<file path="src/rtl/lap_timer_pkg.sv">
// Shared types and constants for the lap timer: FSM states, BCD digit width,
// blank segment pattern and an MSD-first BCD magnitude compare.
package lap_timer_pkg;

   localparam int BCD_W      = 4;
   localparam int MAX_DIGITS = 8;
   localparam int EXT_W      = BCD_W * MAX_DIGITS;

   localparam logic [6:0] SEG_BLANK = 7'h7F;

   typedef enum logic [1:0] {
      IDLE     = 2'd0,
      RUNNING  = 2'd1,
      FINISHED = 2'd2
   } lap_state_e;

   // Callers zero-extend to MAX_DIGITS; equal leading zeros never decide.
   function automatic logic bcd_less(input logic [EXT_W-1:0] a, input logic [EXT_W-1:0] b);
      logic decided;
      logic lt;
      decided = 1'b0;
      lt      = 1'b0;
      for (int i = MAX_DIGITS - 1; i >= 0; i--) begin
         if (!decided && (a[i*BCD_W +: BCD_W] != b[i*BCD_W +: BCD_W])) begin
            decided = 1'b1;
            lt      = (a[i*BCD_W +: BCD_W] < b[i*BCD_W +: BCD_W]);
         end
      end
      return lt;
   endfunction

endpackage

</file>
<file path="src/rtl/hex7seg.sv">
// Hex nibble to active-low seven-segment pattern, segment a at bit 0.
module hex7seg
   import lap_timer_pkg::*;
(
   input  logic [3:0] hex,
   output logic [6:0] segs
);

   always_comb begin
      segs = SEG_BLANK;
      case (hex)
         4'h0: segs = 7'h40;
         4'h1: segs = 7'h79;
         4'h2: segs = 7'h24;
         4'h3: segs = 7'h30;
         4'h4: segs = 7'h19;
         4'h5: segs = 7'h12;
         4'h6: segs = 7'h02;
         4'h7: segs = 7'h78;
         4'h8: segs = 7'h00;
         4'h9: segs = 7'h10;
         4'hA: segs = 7'h08;
         4'hB: segs = 7'h03;
         4'hC: segs = 7'h46;
         4'hD: segs = 7'h21;
         4'hE: segs = 7'h06;
         4'hF: segs = 7'h0E;
         default: segs = SEG_BLANK;
      endcase
   end

endmodule

</file>
<file path="src/rtl/lap_timer_display_bcd_counter.sv">
// Multi-digit BCD up-counter with ripple digit carry; holds at all 9s.
// clear and load_zero both zero the count and take priority over inc.
module bcd_counter
   import lap_timer_pkg::*;
#(
   parameter int NUM_DIGITS = 4
)(
   input  logic                        clk_sys,
   input  logic                        rst_b,
   input  logic                        clear,
   input  logic                        inc,
   input  logic                        load_zero,
   output logic [BCD_W*NUM_DIGITS-1:0] value
);

   logic [NUM_DIGITS-1:0][BCD_W-1:0] cnt_q;
   logic [NUM_DIGITS-1:0][BCD_W-1:0] cnt_inc;
   logic                             carry;

   // A carry surviving past the top digit means every digit was 9.
   always_comb begin
      cnt_inc = cnt_q;
      carry   = 1'b1;
      for (int i = 0; i < NUM_DIGITS; i++) begin
         if (carry) begin
            if (cnt_q[i] == 4'd9) begin
               cnt_inc[i] = 4'd0;
            end else begin
               cnt_inc[i] = cnt_q[i] + 4'd1;
               carry      = 1'b0;
            end
         end
      end
   end

   always_ff @(posedge clk_sys or negedge rst_b) begin
      if (!rst_b) begin
         cnt_q <= '0;
      end else if (clear || load_zero) begin
         cnt_q <= '0;
      end else if (inc && !carry) begin
         cnt_q <= cnt_inc;
      end
   end

   assign value = cnt_q;

endmodule

</file>
<file path="src/rtl/lap_timer_display.sv">
// Race/lap timer with BCD race and lap counters, lap counting to a finish and
// seven-segment output. Optional best-lap tracking under macro BEST_LAP_EN.
//
//   state    | meaning
//   ---------+---------------------------------------------------------
//   IDLE     | after reset, timers stopped, waiting for start_pulse
//   RUNNING  | prescaler ticking, race and lap counters advancing
//   FINISHED | NUM_LAPS done, everything frozen until start_pulse
module lap_timer_display
   import lap_timer_pkg::*;
#(
   parameter int CLK_HZ     = 50_000_000,
   parameter int TICK_HZ    = 10,
   parameter int NUM_DIGITS = 4,
   parameter int NUM_LAPS   = 3
)(
   input  logic                        Clock,
   input  logic                        Resetn,
   input  logic                        start_pulse,
   input  logic                        lap_pulse,
   input  logic                        disp_sel,
   output logic                        running,
   output logic                        race_done,
   output logic [3:0]                  lap_count,
   output logic [BCD_W*NUM_DIGITS-1:0] race_bcd,
   output logic [BCD_W*NUM_DIGITS-1:0] best_bcd,
   output logic [7*NUM_DIGITS-1:0]     hex_segs
);

   localparam int W     = BCD_W * NUM_DIGITS;
   localparam int DIV   = CLK_HZ / TICK_HZ;
   localparam int PRE_W = (DIV > 1) ? $clog2(DIV) : 1;

   localparam logic [PRE_W-1:0] PRE_LOAD = PRE_W'(DIV - 1);
   localparam logic [3:0]       LAST_LAP = 4'(NUM_LAPS - 1);

   lap_state_e       state_q;
   lap_state_e       state_d;
   logic             start_evt;
   logic             lap_evt;
   logic             tick;
   logic [PRE_W-1:0] pre_q;
   logic [3:0]       lap_count_q;
   logic [W-1:0]     lap_bcd;
   logic [W-1:0]     disp_src;
   logic [W-1:0]     disp_q;

   always_ff @(posedge Clock or negedge Resetn) begin
      if (!Resetn) begin
         state_q <= IDLE;
      end else begin
         state_q <= state_d;
      end
   end

   always_comb begin
      state_d = state_q;
      case (state_q)
         IDLE:     if (start_pulse) state_d = RUNNING;
         RUNNING:  if (lap_pulse && (lap_count_q == LAST_LAP)) state_d = FINISHED;
         FINISHED: if (start_pulse) state_d = RUNNING;
         default:  state_d = IDLE;
      endcase
   end

   always_comb begin
      running   = 1'b0;
      race_done = 1'b0;
      start_evt = 1'b0;
      lap_evt   = 1'b0;
      case (state_q)
         IDLE:     start_evt = start_pulse;
         RUNNING: begin
            running = 1'b1;
            lap_evt = lap_pulse;
         end
         FINISHED: begin
            race_done = 1'b1;
            start_evt = start_pulse;
         end
         default:  start_evt = 1'b0;
      endcase
   end

   // Down-counter reloaded at start, so the first tick lands DIV cycles later.
   always_ff @(posedge Clock or negedge Resetn) begin
      if (!Resetn) begin
         pre_q <= '0;
      end else if (start_evt) begin
         pre_q <= PRE_LOAD;
      end else if (!running) begin
         pre_q <= '0;
      end else if (pre_q == '0) begin
         pre_q <= PRE_LOAD;
      end else begin
         pre_q <= pre_q - PRE_W'(1);
      end
   end

   assign tick = running && (pre_q == '0);

   always_ff @(posedge Clock or negedge Resetn) begin
      if (!Resetn) begin
         lap_count_q <= '0;
      end else if (start_evt) begin
         lap_count_q <= '0;
      end else if (lap_evt) begin
         lap_count_q <= lap_count_q + 4'd1;
      end
   end

   assign lap_count = lap_count_q;

   bcd_counter #(.NUM_DIGITS(NUM_DIGITS)) u_race_cnt (
      .clk_sys   (Clock),
      .rst_b     (Resetn),
      .clear     (start_evt),
      .inc       (tick),
      .load_zero (1'b0),
      .value     (race_bcd)
   );

   bcd_counter #(.NUM_DIGITS(NUM_DIGITS)) u_lap_cnt (
      .clk_sys   (Clock),
      .rst_b     (Resetn),
      .clear     (start_evt),
      .inc       (tick),
      .load_zero (lap_evt),
      .value     (lap_bcd)
   );

`ifdef BEST_LAP_EN
   logic [W-1:0] best_q;

   // lap_bcd is the pre-tick lap time, since the counter updates on this same edge.
   always_ff @(posedge Clock or negedge Resetn) begin
      if (!Resetn) begin
         best_q <= {NUM_DIGITS{4'h9}};
      end else if (lap_evt && bcd_less(EXT_W'(lap_bcd), EXT_W'(best_q))) begin
         best_q <= lap_bcd;
      end
   end

   assign best_bcd = best_q;
   assign disp_src = disp_sel ? best_q : race_bcd;
`else
   logic unused_nobest;

   assign unused_nobest = ^{disp_sel, lap_bcd};
   assign best_bcd      = '0;
   assign disp_src      = race_bcd;
`endif

   always_ff @(posedge Clock or negedge Resetn) begin
      if (!Resetn) begin
         disp_q <= '0;
      end else begin
         disp_q <= disp_src;
      end
   end

   for (genvar g = 0; g < NUM_DIGITS; g++) begin : g_digit
      logic [6:0] seg_raw;

      hex7seg u_hex (
         .hex  (disp_q[g*BCD_W +: BCD_W]),
         .segs (seg_raw)
      );

      assign hex_segs[g*7 +: 7] = (disp_q[g*BCD_W +: BCD_W] > 4'd9) ? SEG_BLANK : seg_raw;
   end

endmodule

</file>
<file path="config.mk">
export PLATFORM = sky130hd
export DESIGN_NAME = lap_timer_display
export DESIGN_NICKNAME = d
export VERILOG_FILES = /design/src/rtl/lap_timer_pkg.sv /design/src/rtl/hex7seg.sv /design/src/rtl/lap_timer_display_bcd_counter.sv /design/src/rtl/lap_timer_display.sv
export SDC_FILE = /design/constraint.sdc
export NUM_CORES = 1
export LEC_CHECK = 0
export BUFFER_PORTS_ARGS = -buffer_cell sky130_fd_sc_hd__buf_2
export CAP_MARGIN = 0
export CORE_AREA = 2 2 87 89
export CTS_CLUSTER_DIAMETER = 80
export CTS_CLUSTER_SIZE = 24
export DETAILED_ROUTE_END_ITERATION = 12
export DIE_AREA = 0 0 89 91
export MAX_ROUTING_LAYER = met4
export PLACE_DENSITY = 0.83
export SYNTH_ARGS = -nofsm -noshare
export SYNTH_HDL_FRONTEND = slang
export SYNTH_HIERARCHICAL = 1
export SYNTH_SLANG_ARGS = --single-unit
</file>
<file path="constraint.sdc">
create_clock -name Clock -period 8.4 [get_ports Clock]
set_input_delay 0.84 -clock Clock [delete_from_list [all_inputs] [get_ports Clock]]
set_output_delay 0.84 -clock Clock [all_outputs]
set_load 0.02 [all_outputs]
</file>
# After elaboration in Yosys (flattened, before gate mapping)
# Memories as Yosys holds them, arrays and structs flattened.
# Cells that the tools add are included.
# totals
register_bits,61
romBits,448
inputBits,5
elab_cells,79
memories,4
# mem_list
name,depth,width,rd,rd_clocked_by_memory_dff,wr,line_no,source
(no name shown),16,7,1,0,0,hex7seg.sv:11,case (hex)
(no name shown),16,7,1,0,0,hex7seg.sv:11,
(no name shown),16,7,1,0,0,hex7seg.sv:11,
(no name shown),16,7,1,0,0,hex7seg.sv:11,
# classes
n_addsub,6
n_lt_le_gt_ge,4
eq_ne,9
muxes,32
reduce_logical,16
# ops
op,n
2-to-1 mux 23 bit,3
2-to-1 mux 4 bit,9
2-to-1 mux 16 bit,2
2-to-1 mux 7 bit,4
logical NOT 23 bit,1
"subtractor 23 x 1 -> 23 bit, second input constant",1
"adder 4 x 1 -> 4 bit, second input constant",5
"equality test 4 bit, second input constant",4
"> comparator 4 bit, second input constant",4
2-to-1 mux 1 bit,11
nonzero test 2 bit,5
AND reduction 2 bit,4
"equality test 4 x 2 -> 1 bit, second input constant",1
2-to-1 mux 2 bit,2
one-hot mux 2 bit (2 select lines),1
logical AND 1 bit,3
"equality test 2 x 1 -> 1 bit, second input constant",1
"equality test 2 bit, second input constant",1
logical NOT 2 bit,1
"!= test 2 x 1 -> 1 bit, second input constant",1
"!= test 2 bit, second input constant",1
OR reduction 2 bit,1
logical NOT 1 bit,1

# Logic depth before layout (Yosys ltp)
# Gate-level depths: netlist of the first run.
# depth
word_depth,9
mapped_depth,12

# Hierarchy
# The synthesis of the first run kept the hierarchy.
# by_module_without_submodules
module,n_inst,cells_per_inst,area_per_inst_um2,seq_area_each_um2
lap_timer_display,1,227,2254.7,1126.1
hex7seg,4,32,275.3,0.0
bcd_counter,1,100,1018.5,400.4

# Worst setup path after synthesis of the first run
# Ideal clock, no wire load.
# synth_path
path_kind,flip-flop to flip-flop
startpoint,register pre_q[7]
endpoint,register u_race_cnt.cnt_q (netlist bit u_race_cnt/value[10])
setup_time_ns,0.124
arrival_time_ns,2.897
required_time_ns,8.276
path_slack_ns,5.379
stages_incl_launch_ff,11
n_path_buf,3
synth_period_minus_slack_ns,3.021
cell_sequence,dfrtp_1 > or4_1 > buf_2 > nor3_1 > and4_1 > clkbuf_1 > and2_1 > buf_2 > nand4b_2 > o31a_2 > a211o_1
# synth_via
elab_chain_cells,5
# synth_rtl
item,line_no,source
from (decl),lap_timer_display.sv:42,logic [PRE_W-1:0] pre_q;
from (signal assigned),lap_timer_display.sv:96,pre_q <= pre_q - PRE_W'(1);
logical NOT 23 bit,lap_timer_display.sv:100,assign tick = running && (pre_q == '0);
logical AND 1 bit,lap_timer_display.sv:100,
named net tick,lap_timer_display.sv:41,logic tick;
logical AND 1 bit,lap_timer_display_bcd_counter.sv:41,end else if (inc && !carry) begin
nonzero test 2 bit (no line),-,
AND reduction 2 bit (no line),-,
to (signal assigned),lap_timer_display_bcd_counter.sv:42,cnt_q <= cnt_inc;
to (decl),lap_timer_display_bcd_counter.sv:16,logic [NUM_DIGITS-1:0][BCD_W-1:0] cnt_q;
# The timed path passes the listed nets, and every way through them passes these cells.
# A chain may end at the register's enable or synchronous reset.

# Worst setup path in the final report of the first run
# Same ends and word-level chain as after synthesis.

==> impl_metrics.tcl, run 1 <==
set metrics [dict create \
    status "finished, final reports clean" \
    synth-seq-cells 61 \
    yosys-top-cells-area "dfrtp_1 (35%), ha_1 (11%), nand2b_1 (4.4%)" \
    crit_arrival_ps 3630 \
    routed_wl_um 8300 \
    yosysWarnings 6 \
    drtPass1Iterations 4 \
    fillers 555 \
    drive_above_1_share_pct 18.0 \
    dieHeight_um 91 \
    dp_cells 594 \
    post-route-period-util_pct 40.6 \
    synth_top_area_share_pct 34.9 \
    slowest_stage "or4_1" \
    grt_pass1_wl_um 13800 \
    cpLargestDelayFamily "simple AND/OR/NAND/NOR gates" \
    via_per_inst 5.56 \
    stdcell_count 609 \
    synth_seq_area_share_pct 34.9 \
    path_class "reg2reg" \
    clk_latency_ps 340 \
    crit_buf_inv 0 \
    pre_cts_slack_ps 5040 \
    worst_pin_slew_ps 809 \
    die_x_um 89 \
    slew_headroom_pct 45.5 \
    postRouteAntennaNets 0 \
    syn_area_per_cell_um2 9.61 \
    synthArstFlopShare_pct 100 \
    end_kind "register" \
    critPathLaunchType "register" \
    power.leakage_nw 2.45 \
    final.setup_skew_ps 8.53 \
    drt-initial-drc-count 245 \
    critical_path_peak_fanout 9 \
    drc_errors 0 \
    cts_resized 0 \
    finalWorstSetupSlack_ps 4990 \
    nets 551 \
    crit_required_ps 8630 \
    cts_tree "yes" \
    antennaDiodeCount 0 \
    cts_inserted_buffers 9 \
    synthTopCellsByCount "dfrtp_1 (61), nor2_1 (50), ha_1 (40), nand2b_1 (31)" \
    netlist_instances 455 \
    post-dp-hpwl_um 5880 \
    via_count 3383 \
    cts.sinks 61 \
    dieArea_mm2 0.00810 \
    fmax_mhz 294 \
    rsz0062_at_grt "no" \
    regToRegStartpoint "pre_q[7]" \
    netlist_area_mm2 0.00437 \
    cts-root-buf "clkbuf_8" \
    grt_overflow_total 0 \
    timing.setup.tns_ps 0 \
    finalMaxSlewViolations 0 \
    drv_cap 0 \
    row_count 31 \
    slowest_delay_ps 660 \
    power.total_uw 918 \
    synth_edf_count 0 \
    htreeDepth 3 \
    synth_top_area_cell "dfrtp_1" \
    post-cts-setup-buffer-count 0 \
    grt_use_total_pct 21.9 \
    synth_most_common_cell "dfrtp_1" \
    start_util_pct 61.3 \
    hold_violations 0 \
    ios 71 \
    place.gp.congestion 0.851 \
    cp-startpoint "pre_q[7]" \
    portBuffers 53 \
    setup_viol 0 \
    period_needed_ps 3410 \
    grt_max_degree 62 \
    coreArea_mm2 0.00714 \
    synth_ff_type "dfrtp_1" \
    crit_chain "or4_1, nor3_1, and4_1, and2_1, nand4b_2, o31a_2, a211o_1" \
    postCtsHoldBufs 0 \
    yosysUniqueCellTypes 62 \
    syn2layout_area_growth_pct 9.75 \
    cts_buffer_depth 2 \
    worstHoldStart "u_race_cnt/value[14]" \
    p_per_area_mw_per_mm2 191 \
    antenna_found_initial 0 \
    first_global_vias 3164 \
    clk_pin_slew_worst_paths_ps 70 \
    ir_drop_mv 0.198 \
    min_path_type "reg2reg" \
    routedWlPerCell_um 13.6 \
]
[worst reg2reg max path, stage by stage, from the launching register on]
cell and delay [ps]:
dfrtp_1 400, or4_1 660, nor3_1 370, and4_1 430, and2_1 370, nand4b_2 310
o31a_2 470, a211o_1 290
[where the power goes]
part / total (mW) / leakage (nW) / switching (mW) / internal (mW)
registers: 0.397 / 0.824 / 0.0529 / 0.345
logic: 0.278 / 1.53 / 0.173 / 0.105
clock network: 0.243 / 0.0919 / 0.109 / 0.134
[metal layers]
| layer | GRT usage (%) | vias up | wire length (um) |
|---|---|---|---|
| li1 | - | 1664 | - |
| met1 | 25.4 | 1625 | 3540 |
| met2 | 37.1 | 89 | 4310 |
| met3 | 6.00 | 5 | 397 |
| met4 | 6.22 | 0 | 44 |
| met5 | - | - | 0 |
[per-stage QoR]
step,hold WS [ps],utilization [%],area [um2]
3_5_place_dp,456,64.7,4620
3_3_place_gp,447,64.7,4620
4_1_cts,480,67.3,4800
6_report,474,67.3,4800
5_1_grt,502,67.3,4800
2_1_floorplan,497,-,4440
[state kept, by name, summed over array words and instances, names as in the netlist]
name	count
state_q	2
pre_q	23
disp_q	16
u_race_cnt/value	16
lap_count	4
[path summary, 6_finish.rpt]
kind | end | slack [ps] | cells past startpoint
hold / removal | disp_q[14] | 470 | 0
min in group asynchronous | pre_q[17] | 640 | 2
max in group asynchronous | disp_q[8] | 7270 | 2
setup reg to reg | u_race_cnt/value[10] | 4990 | 7
hold reg to reg | disp_q[14] | 470 | 0
setup / recovery | u_race_cnt/value[10] | 4990 | 7
[layout make-up]
type	count	area [um2]	area share, %
multi-input cells	356	2610	54.3
flip-flops and latches	61	1530	31.8
repair buffers	54	273	5.68
clock buffers	10	128	2.66
well taps	99	124	2.58
inverters	24	90.1	1.88
clock inverters	5	52.6	1.09
[layout by cell type, fill, tap and decap left out, types with 2 or more instances in the layout]
cell / n
a21oi_1: 16
a22o_1: 8
a311oi_1: 2
a32o_1: 4
and2_1: 2
and2b_2: 4
and4b_2: 2
buf_2: 53
clkbuf_8: 9
clkinv_2: 3
conb_1: 18
dfrtp_1: 61
ha_1: 40
inv_1: 24
mux2_2: 4
mux2i_1: 17
mux4_1: 4
nand2_1: 25
nand2b_1: 31
nand3_1: 8
nand3b_1: 3
nand3b_4: 2
nand4_1: 2
nor2_1: 50
nor2b_1: 2
nor3_1: 9
nor3b_1: 4
nor4_1: 6
o21ai_0: 25
o2bb2ai_1: 3
o31ai_1: 4
or3_1: 4
or3b_1: 4
or4_1: 6
or4_4: 2
xnor2_1: 9
xor2_1: 12
[kinds of logic after synthesis]
kind of cell	after synthesis	share of synthesized area, %
AND/OR/NAND/NOR	178	23.9
AO/OA/AOI/OAI	74	11.2
flip-flops	61	34.9
buffers and inverters	55	6.95
adder cells (fa/ha/maj)	40	11.4
multiplexers	25	7.32
XOR/XNOR	21	4.20
other	1	0.0857
(Power assumes the default switching activity.)
==> inputs of run 2 (changes only) <==
- CORE_AREA: 2 2 87 89 -> 2 2 95 97
- DIE_AREA: 0 0 89 91 -> 0 0 97 99
- PLACE_DENSITY: 0.83 -> 0.73
- clock period: 8.4 -> 2.8 ns (I/O delays scaled with it)
==> impl_metrics.tcl, run 2 (synthesized netlist as in run 1, its figures left out) <==
set metrics [dict create \
    postRouteAntennaNets 0 \
    power.leakage_nw 2.57 \
    clk_latency_ps 350 \
    period_needed_ps 2660 \
    place.gp.congestion 0.917 \
    cts-root-buf "clkbuf_8" \
    drv_cap 0 \
    ir_drop_mv 0.600 \
    setup_viol 0 \
    via_per_inst 5.41 \
    critical_path_peak_fanout 7 \
    power.total_mw 3.00 \
    routedWlPerCell_um 13.5 \
    ios 71 \
    dieArea_mm2 0.00960 \
    status "finished, final reports clean" \
    largest_reg_flops 23 \
    grt_overflow_total 0 \
    grt_pass1_wl_um 14800 \
    crit_chain "or4_4, nor3_2, and4_1, and2_1, nand4b_4, o31a_4, a211o_1" \
    layout_commonest_cell "dfrtp_1" \
    slowest_stage "or4_4" \
    timing.setup.tns_ps 0 \
    multi_input_area_mm2 0.00263 \
    coreArea_mm2 0.00855 \
    clk_pin_slew_worst_paths_ps 60 \
    min_path_type "in2reg" \
    cts.sinks 61 \
    hold_violations 0 \
    final_cell_mix "dfrtp_1 (61), buf_2 (53), nor2_1 (50), ha_1 (40), nand2b_1 (31)" \
    grt_use_total_pct 19.2 \
    grt_max_degree 34 \
    p_per_area_mw_per_mm2 603 \
    post-dp-hpwl_um 6400 \
    finalMaxSlewViolations 0 \
    drc_errors 0 \
    htreeDepth 3 \
    die_x_um 97 \
    final.setup_skew_ps 9.67 \
    slowest_delay_ps 550 \
    row_count 34 \
    rrSetupSlack_ps 140 \
    cts_tree "yes" \
    crit_buf_inv 0 \
    nets 562 \
    syn2layout_area_growth_pct 13.6 \
    drive_above_1_share_pct 20.1 \
    post-route-period-util_pct 94.9 \
    path_class "reg2reg" \
    rsz0062_at_grt "no" \
    cts_inserted_buffers 9 \
    start_util_pct 51.2 \
    worst_pin_slew_ps 780 \
    final_cell_area_mm2 0.00497 \
    drt-initial-drc-count 157 \
    drtPass1Iterations 4 \
    antenna_found_initial 0 \
    top_register "pre_q" \
    crit_arrival_ps 2890 \
    slew_headroom_pct 47.4 \
    via_count 3408 \
    routed_wl_um 8530 \
    cts_buffer_depth 2 \
    portBuffers 53 \
    end_kind "register" \
    cpLargestDelayFamily "simple AND/OR/NAND/NOR gates" \
    placed_area_mm2 0.00472 \
    crit_required_ps 3030 \
    fmax_mhz 376 \
    fillers 788 \
    seq_area_mm2 0.00153 \
    dieHeight_um 99 \
    critPathLaunchType "register" \
    antennaDiodeCount 0 \
    first_global_vias 3269 \
]
[run 2: area by class of cell]
| cell class | instances | area share (%) |
|---|---|---|
| multi-input cells | 356 | 53.0 |
| clock buffers | 12 | 3.12 |
| inverters | 24 | 1.81 |
| flip-flops and latches | 61 | 30.7 |
| repair buffers | 65 | 7.20 |
| clock inverters | 4 | 1.41 |
| well taps | 108 | 2.72 |
[run 2: where the power goes]
| part | internal [mW] | total, mW | switching (mW) |
|---|---|---|---|
| Sequential | 1.03 | 1.20 | 0.164 |
| Clock | 0.547 | 0.885 | 0.338 |
| Combinational | 0.380 | 0.915 | 0.535 |
| Total | 1.96 | 3.00 | 1.04 |
[run 2: worst reg2reg max path: stages, from the launching register on]
cell and delay [ps]:
dfrtp_1 420, or4_4 560, nor3_2 220, and4_1 230
and2_1 210, nand4b_4 190, o31a_4 420, a211o_1 300
[run 2: repair_timing]
action,CTS,global route
setup buffers,0,1
hold buffers,1,0
setup endpoints to repair,0,2
gates resized for setup,0,1
hold endpoints to repair,61,0
[run 2: final timing paths]
| path | startpoint | end | depth (start not counted) |
|---|---|---|---|
| max | pre_q[8] | u_race_cnt/value[10] | 7 |
| min | start_pulse | state_q[1] | 3 |
| max reg2reg | pre_q[8] | u_race_cnt/value[10] | 7 |
| min reg2reg | u_race_cnt/value[14] | disp_q[14] | 0 |
| max in group asynchronous | Resetn | disp_q[5] | 3 |
| min in group asynchronous | Resetn | pre_q[13] | 3 |
[run 2: per-stage QoR]
| stage | worst slack (ps) | instances | hold WS [ps] | util (%) |
|---|---|---|---|---|
| 4_1_cts | 88.3 | 629 | 199 | 58.0 |
| 3_3_place_gp | 152 | 612 | 312 | 55.2 |
| 3_5_place_dp | 103 | 612 | 320 | 55.2 |
| 6_report | 143 | 630 | 207 | 58.1 |
| 2_1_floorplan | 8.60 | 472 | -15.6 | - |
| 5_1_grt | 11.6 | 630 | 223 | 58.1 |
[run 2: routing by layer]
metal	track usage [%]	vias to the layer above	wire length (um)
met5	-	-	0
met4	8.13	0	136
met3	3.19	14	247
met2	32.9	58	4300
met1	22.5	1645	3850
li1	-	1691	-
